$ cat src/rtl/camera_config_seq.sv
// rtl/camera_config_seq.sv - ROM-driven SCCB register configuration sequencer
//
// Walks a configuration ROM of {regAddr, regData} words and issues one SCCB
// write per entry. 16'hFFFF ends the sequence; 16'hFFF0 inserts a wait of
// DELAY_CYCLES clocks. A NACKed write is retried up to MAX_RETRY times
// before the sequence aborts.
//
// Ports:
//   i_clk, i_reset (async, active-low)  clock and reset
//   i_startConf                         active-low start; falling edge starts
//   o_romAddr / i_romData               ROM address out, word back next cycle
//   o_sccbReq / i_sccbReady             write request / accept handshake
//   o_sccbDevAddr, o_sccbRegAddr,
//   o_sccbData                          write target and payload
//   i_sccbDone / i_sccbNack             completion pulse and its NACK flag
//   o_configBusy, o_configDone,
//   o_configErr                         sequence status levels
module camera_config_seq #(
    parameter int         ROM_DEPTH    = 256,
    parameter logic [7:0] DEV_ADDR     = 8'h42,
    parameter int         DELAY_CYCLES = 500000,
    parameter int         MAX_RETRY    = 3
) (
    input  logic        i_clk,
    input  logic        i_reset,
    input  logic        i_startConf,
    output logic [7:0]  o_romAddr,
    input  logic [15:0] i_romData,
    output logic        o_sccbReq,
    output logic [7:0]  o_sccbDevAddr,
    output logic [7:0]  o_sccbRegAddr,
    output logic [7:0]  o_sccbData,
    input  logic        i_sccbReady,
    input  logic        i_sccbDone,
    input  logic        i_sccbNack,
    output logic        o_configBusy,
    output logic        o_configDone,
    output logic        o_configErr
);

    localparam int              DW        = $clog2(DELAY_CYCLES + 1);
    localparam int              RW        = (MAX_RETRY < 1) ? 1 : $clog2(MAX_RETRY + 1);
    localparam logic [7:0]      LAST_ADDR = 8'(ROM_DEPTH - 1);
    localparam logic [DW-1:0]   DLY_LAST  = DW'(DELAY_CYCLES - 1);
    localparam logic [RW-1:0]   RETRY_MAX = RW'(MAX_RETRY);

    typedef enum logic [3:0] {
        S_IDLE, S_FETCH, S_LATCH, S_DECODE, S_ISSUE,
        S_WAIT_DONE, S_DELAY, S_DONE, S_ERROR
    } state_t;

    state_t         r_state;
    state_t         w_state_nxt;
    logic           r_start_prev;
    logic [7:0]     r_rom_addr;
    logic [7:0]     r_reg_addr;
    logic [7:0]     r_data;
    logic           r_req;
    logic           r_busy;
    logic           r_done;
    logic           r_err;
    logic [RW-1:0]  r_retry;
    logic [DW-1:0]  r_dly_cnt;

    logic [7:0]     w_addr_nxt;
    logic [7:0]     w_reg_addr_nxt;
    logic [7:0]     w_data_nxt;
    logic [RW-1:0]  w_retry_nxt;
    logic [DW-1:0]  w_dly_nxt;
    logic           w_advance;
    logic           w_start;

    // Start is the high-to-low transition of the active-low request.
    assign w_start = r_start_prev & ~i_startConf;

    always_comb begin
        w_state_nxt    = r_state;
        w_addr_nxt     = r_rom_addr;
        w_reg_addr_nxt = r_reg_addr;
        w_data_nxt     = r_data;
        w_retry_nxt    = r_retry;
        w_dly_nxt      = r_dly_cnt;
        w_advance      = 1'b0;
        case (r_state)
            S_IDLE, S_DONE, S_ERROR: begin
                if (w_start) begin
                    w_state_nxt = S_FETCH;
                    w_addr_nxt  = 8'd0;
                    w_retry_nxt = '0;
                end
            end
            S_FETCH: w_state_nxt = S_LATCH;
            S_LATCH: w_state_nxt = S_DECODE;
            S_DECODE: begin
                if (i_romData == 16'hFFFF) begin
                    w_state_nxt = S_DONE;
                end else if (i_romData == 16'hFFF0) begin
                    w_state_nxt = S_DELAY;
                    w_dly_nxt   = '0;
                end else begin
                    w_reg_addr_nxt = i_romData[15:8];
                    w_data_nxt     = i_romData[7:0];
                    w_state_nxt    = S_ISSUE;
                end
            end
            S_ISSUE: begin
                if (i_sccbReady) w_state_nxt = S_WAIT_DONE;
            end
            S_WAIT_DONE: begin
                if (i_sccbDone) begin
                    if (!i_sccbNack) begin
                        w_retry_nxt = '0;
                        w_advance   = 1'b1;
                    end else if (r_retry < RETRY_MAX) begin
                        w_retry_nxt = r_retry + RW'(1);
                        w_state_nxt = S_ISSUE;
                    end else begin
                        w_state_nxt = S_ERROR;
                    end
                end
            end
            S_DELAY: begin
                if (r_dly_cnt == DLY_LAST) w_advance = 1'b1;
                else                       w_dly_nxt = r_dly_cnt + DW'(1);
            end
            default: w_state_nxt = S_IDLE;
        endcase
        // The last ROM slot ends the sequence even without a terminator word.
        if (w_advance) begin
            if (r_rom_addr == LAST_ADDR) begin
                w_state_nxt = S_DONE;
            end else begin
                w_addr_nxt  = r_rom_addr + 8'd1;
                w_state_nxt = S_FETCH;
            end
        end
    end

    // Status outputs are registered copies of what the next state implies.
    always_ff @(posedge i_clk or negedge i_reset) begin
        if (!i_reset) begin
            r_state      <= S_IDLE;
            r_start_prev <= 1'b1;
            r_rom_addr   <= 8'd0;
            r_reg_addr   <= 8'd0;
            r_data       <= 8'd0;
            r_req        <= 1'b0;
            r_busy       <= 1'b0;
            r_done       <= 1'b0;
            r_err        <= 1'b0;
            r_retry      <= '0;
            r_dly_cnt    <= '0;
        end else begin
            r_state      <= w_state_nxt;
            r_start_prev <= i_startConf;
            r_rom_addr   <= w_addr_nxt;
            r_reg_addr   <= w_reg_addr_nxt;
            r_data       <= w_data_nxt;
            r_req        <= (w_state_nxt == S_ISSUE);
            r_busy       <= (w_state_nxt != S_IDLE) && (w_state_nxt != S_DONE) &&
                            (w_state_nxt != S_ERROR);
            r_done       <= (w_state_nxt == S_DONE);
            r_err        <= (w_state_nxt == S_ERROR);
            r_retry      <= w_retry_nxt;
            r_dly_cnt    <= w_dly_nxt;
        end
    end

    assign o_romAddr     = r_rom_addr;
    assign o_sccbReq     = r_req;
    assign o_sccbDevAddr = DEV_ADDR;
    assign o_sccbRegAddr = r_reg_addr;
    assign o_sccbData    = r_data;
    assign o_configBusy  = r_busy;
    assign o_configDone  = r_done;
    assign o_configErr   = r_err;

endmodule

$ cat config.mk
export PLATFORM = sky130hd
export DESIGN_NAME = camera_config_seq
export DESIGN_NICKNAME = d
export VERILOG_FILES = /design/src/rtl/camera_config_seq.sv
export SDC_FILE = /design/constraint.sdc
export NUM_CORES = 1
export LEC_CHECK = 0
export CORE_MARGIN = 2
export CORE_UTILIZATION = 52
export CTS_CLUSTER_SIZE = 14
export DETAILED_ROUTE_END_ITERATION = 8
export GPL_TIMING_DRIVEN = 0
export PLACE_DENSITY = 0.8
export REMOVE_ABC_BUFFERS = 1
export SLEW_MARGIN = 20
export SYNTH_ARGS = -nofsm -noshare
export SYNTH_HDL_FRONTEND = slang
export SYNTH_SLANG_ARGS = --single-unit
$ cat constraint.sdc
create_clock -name i_clk -period 2.8 [get_ports i_clk]
set_input_delay 0.42 -clock i_clk [delete_from_list [all_inputs] [get_ports i_clk]]
set_output_delay 0.42 -clock i_clk [all_outputs]
set_load 0.01 [all_outputs]
==> Flow_metrics.wiki <==
{| class="wikitable"
! Metric !! Value
|-
| Post-detailed-route via-to-cell ratio || about 5.8
|-
| Synth Instances || 288
|-
| Global-route wire length before repair || 9920 um
|-
| Total power per unit cell area || 884 nW/um^2
|-
| Setup slack of the most critical reg-to-reg path || 0.39 ns
|-
| GR Overflow Total || 0
|-
| Data arrival time of the critical path || 2.61 ns
|-
| Utilization of the core after routing || 0.642
|-
| Final-layout worst hold slack || 0.132 ns
|-
| Worst clock skew on the final layout || 0.0143 ns
|-
| Number of enable-type register cells in the synthesized netlist || 0
|-
| Worst Slack Setup Final || 0.395 ns
|-
| CP Class || reg2reg
|-
| Number of design rule violations left after detail routing || 0
|-
| Synthesis-to-layout area growth || 19.5%
|-
| Detailed-route wire length on metal 1 || 2870 um
|-
| Via count of the routed design || 2,343
|-
| Sequential fraction of the synthesis area || 0.457
|-
| Cell count of the worst reg-to-reg path || 5
|-
| Max-capacitance violation count || 0
|-
| Share of layout cells above drive strength 1 || 0.109
|-
| Total GRT Usage || 0.197
|-
| Predominant post-synthesis flop cell || dfrtp_1
|-
| Setup repair bufs after CTS || 0
|-
| Launch instance of the worst register-to-register path || r_state[1]
|-
| Placed Instances || 394
|-
| Remaining antenna violation count || 0
|-
| Number of DRC violations after detailed-routing iteration 0 || 139
|-
| Hold-fix buffers, CTS || 0
|-
| Port Buffers || 49
|-
| Total CTS buffers || 5
|-
| Placement Setup Slack || 0.160 ns
|-
| Share of the synthesized area in the top cell type || 0.448
|-
| Setup crit end kind || flip-flop
|-
| Clock Pin Slew Worst Setup and Hold Paths || 0.11 ns
|-
| Share of flip-flops with an asynchronous set or reset after synthesis || 1.00
|-
| Relative max-transition margin || 0.343
|-
| Met3 Wirelength || 325 um
|-
| Final worst path period share || 0.859
|-
| Half-perimeter wire length after detailed placement || 4200 um
|-
| Count of state elements after synthesis || 54
|-
| CTS tree || done
|-
| Via count of the first global-routing pass || 2,150
|-
| Required time worst endpoint || 3.01 ns
|-
| Worst hold path type || in2async
|-
| Top routing layer used || met4
|-
| CTS resizes || 0
|-
| Cell Count, Final, Fillers Out || 402
|-
| Transition time of the tightest slew-check pin || 0.978 ns
|-
| Most frequent standard cell in the layout excluding fill and tap cells || dfrtp_1
|-
| Vertical die dimension || 79.4 um
|-
| Die width || between 70 and 80 um
|-
| Clk_lat worst skew || 0.32 ns
|-
| I/O Pins || between 50 and 60
|-
| Floorplan die area || 6310 sq um
|-
| Commonest cells after routing, fill and taps aside || 53 x dfrtp_1, 48 x clkdlybuf4s50_1, 34 x nand2_1
|-
| Post-detailed-route wirelength per cell || 15.0 um
|-
| Clock Root Buffer || clkbuf_8
|-
| Total power of the final layout || 3.13 mW
|-
| DR WL met2 || roughly 2800 um
|-
| Pin count of the biggest net entering global routing || 55
|-
| Post-synthesis instance area || 2960 sq um
|-
| Leakage || ~1.4 nW
|-
| Setup repair after global routing missed its margin || false
|-
| Slew Limit Fails || 0
|-
| Yosys warning total || 0
|-
| Number of standard-cell rows in the floorplan || 27
|-
| Number of search-and-repair iterations in the first detailed-routing pass || 4
|-
| Routed wire length || roughly 6000 um
|-
| Element type at the critical path start || flip-flop
|-
| Cell types occupying the most area after synthesis || dfrtp_1 45%, mux2_2 6.1%, nand2_1 4.3%
|-
| Outcome || finished, final reports clean
|-
| Number of failing hold endpoints at the final stage || 0
|-
| Largest buffer count on any clock path || 2
|-
| Antenna cells || 0
|-
| Core footprint || 5510 sq um
|-
| Dominant cell type by area after synthesis || dfrtp_1
|-
| Clock Sinks || 54
|-
| Maximum ir drop on the vdd rail || between 0.0005 and 0.0006 V
|-
| Post-layout nets || 354
|-
| Number of distinct library cell variants in the gate-level netlist after synthesis || between 50 and 60
|-
| Initial Utilization || 0.537
|-
| Post-route minimum period || roughly 2.4 ns
|-
| RD Place Congestion || 0.793
|-
| Initial antenna violation count || 0
|-
| Count of final setup violators || 0
|-
| Avg Synthesized Cell Area || ~10 sq um
|-
| Highest achievable clock rate || roughly 420 MHz
|-
| Highest net fanout along the worst path || 14
|-
| Critical register-to-register path endpoint || o_configBusy
|-
| Deepest level of the CTS H-tree || 2
|}
[worst max-delay path, cell delays in order, from the launching register on]
cell,delay [ns]
dfrtp_1,0.54
and4b_1,0.26
o21bai_1,0.75
o221a_2,0.38
nand2_1,0.09
a211oi_1,0.26
[area by class of cell]
type	count	area [sq um]
clock buffers	5	68.8
clock inverters	3	21.3
fillers	461	1970
inverters	5	18.8
multi-input cells	214	1500
flip-flops and latches	54	1350
well taps	72	90.1
repair buffers	49	488
[synth_stat cells (5+ instances only)]
| master | n |
|---|---|
| o21ai_0 | 7 |
| buf_4 | 8 |
| o211ai_1 | 10 |
| nand3_1 | 17 |
| and3_1 | 6 |
| dfrtp_1 | 53 |
| nand4_1 | 8 |
| inv_1 | 5 |
| or4_1 | 10 |
| a211oi_1 | 5 |
| nor2_1 | 13 |
| clkbuf_1 | 11 |
| mux2_2 | 16 |
| xor2_1 | 8 |
| nand2_1 | 34 |
| mux2i_1 | 7 |
| a21oi_1 | 5 |
[sequential cells by signal (all words and copies together), names as in the netlist]
signal,count
o_configErr,1
o_sccbData,8
o_configDone,1
o_sccbReq,1
r_start_prev,1
r_dly_cnt,19
o_romAddr,8
r_retry,2
o_sccbRegAddr,8
o_configBusy,1
r_state,4
[worst max-delay path by stage]
stage / from / endpoint / slack, ns / cells after the start
CTS: r_state[1] / o_configBusy / 0.39 / 5
detailed placement: i_romData[7] / r_dly_cnt[18] / 0.16 / 6
global route: r_state[1] / o_configBusy / 0.23 / 5
finish: r_state[1] / o_configBusy / 0.39 / 5
global placement: i_reset / o_sccbData[4] / -0.37 / 1
floorplan: r_dly_cnt[12] / o_romAddr[7] / 0.70 / 5
[cell families (layout without fill, tap and decap cells)]
kind of cell,Yosys count,in the layout,synth area share
adder cells (fa/ha/maj),3,3,0.0127
other,2,8,0.00254
flip-flops,54,54,0.457
buffers and inverters,26,62,0.0461
AO/OA/AOI/OAI,45,45,0.117
multiplexers,23,23,0.0846
XOR/XNOR,8,8,0.0237
AND/OR/NAND/NOR,127,127,0.257
[power breakdown]
part | internal (mW) | switching [mW] | leakage, nW | total [mW]
Combinational | 0.728 | 0.578 | 0.682 | 1.31
Clock | 0.176 | 0.262 | 0.0441 | 0.438
Sequential | 1.07 | 0.309 | 0.645 | 1.38
Total | 1.98 | 1.15 | 1.37 | 3.13
[metal layers]
| layer | global-route usage | vias to the layer above |
|---|---|---|
| li1 | - | 1146 |
| met1 | 0.277 | 1132 |
| met2 | 0.303 | 59 |
| met3 | 0.0419 | 6 |
| met4 | 0.0690 | 0 |
| met5 | 0 | - |
[metrics by stage]
step | cell area, sq um | setup TNS (ns)
final | 3540 | 0
after global routing | 3540 | 0
after CTS | 3540 | 0
after detailed placement | 3450 | 0
after global placement | 3440 | -19.70
after floorplan | 2860 | 0
Power figures use the tool's default switching activity.
